==> src/rtl/pipelined_adder_pkg.sv <==
// Shared configuration for the pipelined add/subtract unit: default sizing and
// the WIDTH/STAGES legality rule.
package pipelined_adder_pkg;

  localparam int unsigned DEF_WIDTH  = 16;
  localparam int unsigned DEF_STAGES = 4;

  // Carry chain must split into equal, non-empty segments.
  function automatic bit cfg_legal(input int unsigned width, input int unsigned stages);
    return (stages != 0) && (stages <= width) && ((width % stages) == 0);
  endfunction

endpackage

==> src/rtl/adder_segment.sv <==
// Combinational SEG-bit ripple-carry segment built from full-adder cells.
module adder_segment #(
  parameter int unsigned SEG = 4
) (
  input  logic [SEG-1:0] a,
  input  logic [SEG-1:0] b,
  input  logic           ci,
  output logic [SEG-1:0] s,
  output logic           co
);

  logic [SEG:0] c;

  // sum = a^b^c, carry = majority(a,b,c), rippled LSB to MSB.
  always_comb begin
    s    = '0;
    c    = '0;
    c[0] = ci;
    for (int i = 0; i < int'(SEG); i++) begin
      s[i]   = a[i] ^ b[i] ^ c[i];
      c[i+1] = (a[i] & b[i]) | (a[i] & c[i]) | (b[i] & c[i]);
    end
  end

  assign co = c[SEG];

endmodule

==> src/rtl/pipelined_adder.sv <==
// Pipelined ripple-carry add/subtract unit: one SEG-bit carry segment per
// register stage, valid/ready on both sides, full throughput.
module pipelined_adder
  import pipelined_adder_pkg::*;
#(
  parameter int unsigned WIDTH  = DEF_WIDTH,
  parameter int unsigned STAGES = DEF_STAGES
) (
  input  logic             clk,
  input  logic             rst,
  input  logic             in_valid,
  output logic             in_ready,
  input  logic [WIDTH-1:0] a,
  input  logic [WIDTH-1:0] b,
  input  logic             cin,
  input  logic             sub,
  output logic             out_valid,
  input  logic             out_ready,
  output logic [WIDTH-1:0] sum,
  output logic             cout,
  output logic             ovf
);

  localparam int unsigned SEG = WIDTH / STAGES;
  localparam int unsigned MSB = WIDTH - 1;

  if (!cfg_legal(WIDTH, STAGES)) begin : g_bad_cfg
    $error("pipelined_adder: WIDTH must be a non-zero multiple of STAGES");
  end

  logic [WIDTH-1:0] bx;
  logic             c0;
  logic             stall;

  // Stage registers; operand copies keep the not-yet-added upper bits and sign bits.
  logic [WIDTH-1:0]  a_q   [STAGES];
  logic [WIDTH-1:0]  bx_q  [STAGES];
  logic [WIDTH-1:0]  s_q   [STAGES];
  logic [STAGES-1:0] c_q;
  logic [STAGES-1:0] v_q;
  logic [STAGES-1:0] ovf_q;

  // Per-stage inputs (from the port for stage 0, else from the previous stage).
  logic [WIDTH-1:0]  src_a  [STAGES];
  logic [WIDTH-1:0]  src_bx [STAGES];
  logic [WIDTH-1:0]  src_s  [STAGES];
  logic [STAGES-1:0] src_c;
  logic [STAGES-1:0] src_v;

  logic [SEG-1:0]    seg_s  [STAGES];
  logic [STAGES-1:0] seg_c;
  logic [WIDTH-1:0]  nxt_s  [STAGES];
  logic [STAGES-1:0] nxt_ovf;

  // Subtraction is a + ~b + ~cin on the same carry chain.
  assign bx = sub ? ~b : b;
  assign c0 = sub ? ~cin : cin;

  assign stall    = v_q[STAGES-1] && !out_ready;
  assign in_ready = !stall;

  always_comb begin
    src_c = '0;
    src_v = '0;
    for (int k = 0; k < int'(STAGES); k++) begin
      src_a[k]  = '0;
      src_bx[k] = '0;
      src_s[k]  = '0;
      if (k == 0) begin
        src_a[k]  = a;
        src_bx[k] = bx;
        src_c[k]  = c0;
        src_v[k]  = in_valid;
      end else begin
        src_a[k]  = a_q[k-1];
        src_bx[k] = bx_q[k-1];
        src_s[k]  = s_q[k-1];
        src_c[k]  = c_q[k-1];
        src_v[k]  = v_q[k-1];
      end
    end
  end

  for (genvar k = 0; k < int'(STAGES); k++) begin : g_seg
    adder_segment #(
      .SEG (SEG)
    ) u_seg (
      .a  (src_a[k][k*SEG +: SEG]),
      .b  (src_bx[k][k*SEG +: SEG]),
      .ci (src_c[k]),
      .s  (seg_s[k]),
      .co (seg_c[k])
    );
  end

  // Splice this stage's segment into the forwarded lower result; ovf only matters in the last stage.
  always_comb begin
    nxt_ovf = '0;
    for (int k = 0; k < int'(STAGES); k++) begin
      nxt_s[k]               = src_s[k];
      nxt_s[k][k*SEG +: SEG] = seg_s[k];
      nxt_ovf[k] = (src_a[k][MSB] == src_bx[k][MSB]) && (nxt_s[k][MSB] != src_a[k][MSB]);
    end
  end

  // Whole pipe advances together unless the output is stalled; bubbles keep old data.
  always_ff @(posedge clk or posedge rst) begin
    if (rst) begin
      v_q   <= '0;
      c_q   <= '0;
      ovf_q <= '0;
      for (int k = 0; k < int'(STAGES); k++) begin
        a_q[k]  <= '0;
        bx_q[k] <= '0;
        s_q[k]  <= '0;
      end
    end else if (!stall) begin
      v_q <= src_v;
      for (int k = 0; k < int'(STAGES); k++) begin
        if (src_v[k]) begin
          a_q[k]   <= src_a[k];
          bx_q[k]  <= src_bx[k];
          s_q[k]   <= nxt_s[k];
          c_q[k]   <= seg_c[k];
          ovf_q[k] <= nxt_ovf[k];
        end
      end
    end
  end

  assign out_valid = v_q[STAGES-1];
  assign sum       = s_q[STAGES-1];
  assign cout      = c_q[STAGES-1];
  assign ovf       = ovf_q[STAGES-1];

endmodule

==> config.mk <==
export PLATFORM = sky130hd
export DESIGN_NAME = pipelined_adder
export DESIGN_NICKNAME = d
export VERILOG_FILES = /design/src/rtl/pipelined_adder_pkg.sv /design/src/rtl/adder_segment.sv /design/src/rtl/pipelined_adder.sv
export SDC_FILE = /design/constraint.sdc
export NUM_CORES = 1
export LEC_CHECK = 0
export CELL_PAD_IN_SITES_DETAIL_PLACEMENT = 1
export CELL_PAD_IN_SITES_GLOBAL_PLACEMENT = 1
export CORE_ASPECT_RATIO = 1.4
export CORE_UTILIZATION = 47
export CTS_BUF_LIST = sky130_fd_sc_hd__clkbuf_4 sky130_fd_sc_hd__clkbuf_8
export DETAILED_ROUTE_END_ITERATION = 16
export PLACE_DENSITY = 0.89
export REMOVE_ABC_BUFFERS = 1
export SLEW_MARGIN = 20
export SYNTH_ARGS = -nofsm -noshare
export SYNTH_HDL_FRONTEND = slang
export SYNTH_HIERARCHICAL = 1
export SYNTH_SLANG_ARGS = --single-unit
==> constraint.sdc <==
create_clock -name clk -period 4.4 [get_ports clk]
set_clock_uncertainty 0.15 [all_clocks]
set_input_delay 1.32 -clock clk [delete_from_list [all_inputs] [get_ports clk]]
set_output_delay 1.32 -clock clk [all_outputs]
set_load 0.02 [all_outputs]
==> impl_results.md <==
* Number of global-route vias before repair at 2,779
* Worst path buffer plus inverter count at 2
* GRT Total Usage at 19.5%
* Drt total wl at 8590 um
* Initial antenna violation count at 0
* Combinational Power Share at 43.2%
* RSZ-0062 raised after global routing: false
* CP Cell Sequence: clkdlybuf4s50_1 -> nand2b_4 -> clkdlybuf4s50_1
* Largest family of logic cells by synthesized area: multiplexers
* Clock Sinks at 97
* CP peak stage delay at 0.60 ns
* Final Max Slew Viols at 0
* Netlist cell types at 22
* Most numerous cell in the Yosys netlist: dfrtp_1
* Clk Latency, worst-skew pair at 0.36 ns
* CTS H-tree lvls at 3
* Top FF cell, synth: dfrtp_1
* Total of max-cap violations at 0
* Share of layout cells above drive strength 1 at 29.0%
* Critical Path RT at 2.93 ns
* Final non-filler cell total at 472
* Ports at 58
* Clock buffer depth at 2
* # rows at 41
* Synthesized area per cell at 14.7 um2
* Part of the cycle the worst path needs at 90.3%
* Gr ovfl total at 0
* Area of the die at 9890 um2
* Layout area overhead at 18.2%
* Pin count of the biggest net entering global routing at 55
* Post-synth ARST share at 100%
* Synth Area in XOR/XNOR at 3.34%
* Starting DRT DRC Count at 174
* Synth area leader: dfrtp_1
* Failing checks: DRC
* Hold/Removal Path Class: reg2reg
* Final antenna-violating net count at 0
* Post-cts sizing count at 0
* Crit path max fanout at 2
* Delay-heaviest family, CP: buffers and inverters
* Clock power frac at 15.4%
* Setup TNS at 0 ns
* NetSw at 1.26 mW
* Drt pass-1 iters at 10
* Number of post-CTS setup repair buffers at 0
* Compound-Gate Fraction of Synth Area at 3.06%
* Top cell type's share of synthesized area at 54.4%
* # setup viols final at 0
* Die Ht at 117 um
* Pwr Density at 721 nW/um2
* I/O Buffers at 57
* Setup CP Type: in2out
* DRC viols at 4
* WP data arrival at 2.51 ns
* Post-synth EDFFs at 0
* Cell-internal power at 2.54 mW
* Register area share after synthesis at 54.4%
* Total CTS buffers at 9
* Initial Util at 48.9%
* Post-synthesis simple-gate area fraction at 1.65%
* Synth warn at 6
* P_leak at 2.44 nW
* Max_slew headroom at 58.3%
* Crit. End Element: output pin
* CTS Root Cell: clkbuf_8
* Avg WL per Cell at 18.2 um
* Sequential share of power at 41.4%
* Fmax at 252 MHz
* Die X at 84.3 um
* Worst VDD drop at 0.275 mV
* Worst Max-Slew Pin Slew at 0.624 ns
* Slowest cell on the critical path: clkdlybuf4s50_1
* CP startpoint kind: input port
* Via density per instance at 5.19
* Adder-cell area share of the yosys netlist at 7.18%
* Hold Vio Cnt, Final at 0
* # diodes at 0
* Final nets at 415
* Yosys reg bits at 97
* Core area at 9130 um2
* Minimum clock period at 3.98 ns
* Gate Count Post-Synth at 303
* Global-route wire length before repair at 14,300 um
* Cts hold-fix bufs at 0
* Vias after detailed routing at 2,448
* Placer congestion estimate at 0.752
* Clock transition at path regs at 0.09 ns
* Hold slack at 0.359 ns
* Synth area leaders: dfrtp_1 (54%), mux2_4 (13%), mux2_2 (11%)
* Outcome: finished with violations
* Mux cell area share after synthesis at 23.9%
* CTS tree: done
* CP dominant cell by count: clkdlybuf4s50_1
* Placed cell count at 457
* Mapped Area at 4460 um2
* Top cells by count, synth: dfrtp_1 (97), mux2_2 (44), inv_1 (43), mux2_4 (38), a21oi_1 (24)
* Net switching share of the total power at 33.2%
* Post-DP HPWL at 5910 um
## kinds of logic after synthesis
group,after synthesis
AO/OA/AOI/OAI,27
adder cells (fa/ha/maj),16
XOR/XNOR,17
AND/OR/NAND/NOR,8
flip-flops,97
buffers and inverters,56
multiplexers,82
## final timing paths
kind,start,to,slack [ns],depth (start not counted)
setup / recovery,out_ready,in_ready,0.42,3
hold / removal,nxt_s[10],nxt_s[10],0.36,1
setup reg to reg,bx_q[28],ovf_q[3],1.74,10
hold reg to reg,nxt_s[10],nxt_s[10],0.36,1
max in group asynchronous,rst,nxt_s[35],2.21,3
min in group asynchronous,rst,sum[10],1.22,2
## power groups by stage
stage                     sequential, mW  combinational (mW)  clock, mW
after floorplan                     1.61                1.07          0
after global placement              1.56                1.54          0
after detailed placement            1.59                1.66          0
after CTS                           1.58                1.67      0.596
after global routing                1.63                1.80      0.638
final                               1.57                1.64      0.585
## flip-flops by register name, summed over array words and instances, names as in the netlist
register  count
a_q          24
bx_q         24
nxt_s        24
sum          16
c_q           4
v_q           4
ovf_q         1
## layer usage
| layer | global-route usage, % | vias to the layer above | wire (um) |
|---|---|---|---|
| met4 | 8.81 | 0 | 244 |
| met2 | 34.3 | 47 | 4640 |
| met3 | 4.63 | 19 | 213 |
| met1 | 23.1 | 1283 | 3490 |
| met5 | 0 | - | 0 |
| li1 | - | 1099 | - |
## area by class of cell
class | instances | area [um2]
fillers | 898 | 3860
flip-flops and latches | 97 | 2430
inverters | 43 | 164
multi-input cells | 150 | 1750
clock inverters | 3 | 40.0
well taps | 107 | 134
clock buffers | 12 | 159
repair buffers | 60 | 606
## metrics by stage
step | worst slack [ns] | power (mW) | instance area (um2) | utilization [%]
final | 0.425 | 3.80 | 5280 | 57.8
after global routing | 0.407 | 4.07 | 5280 | 57.8
after CTS | 0.415 | 3.85 | 5280 | 57.8
after detailed placement | 0.375 | 3.25 | 5080 | 55.6
after global placement | 0.444 | 3.09 | 5080 | 55.6
after floorplan | 0.396 | 2.68 | 4330 | -
## cell usage in the layout, fill, tap and decap left out
master and n:
nand2_2 1, dfrtp_1 97, clkinv_2 2, and2_4 1, a21oi_1 24, nand2_1 2
nand2_4 1, mux2_4 38, clkbuf_8 11, o22ai_1 1, nand2b_4 1, fa_1 16
clkbuf_4 1, nand2_8 1, inv_4 1, buf_4 2, xnor2_1 12, bufinv_16 1
buf_12 1, o21ai_0 2, clkdlybuf4s50_1 57, nand2b_1 1, mux2_2 44, xor2_1 5
inv_1 42
(Power assumes the default switching activity.)
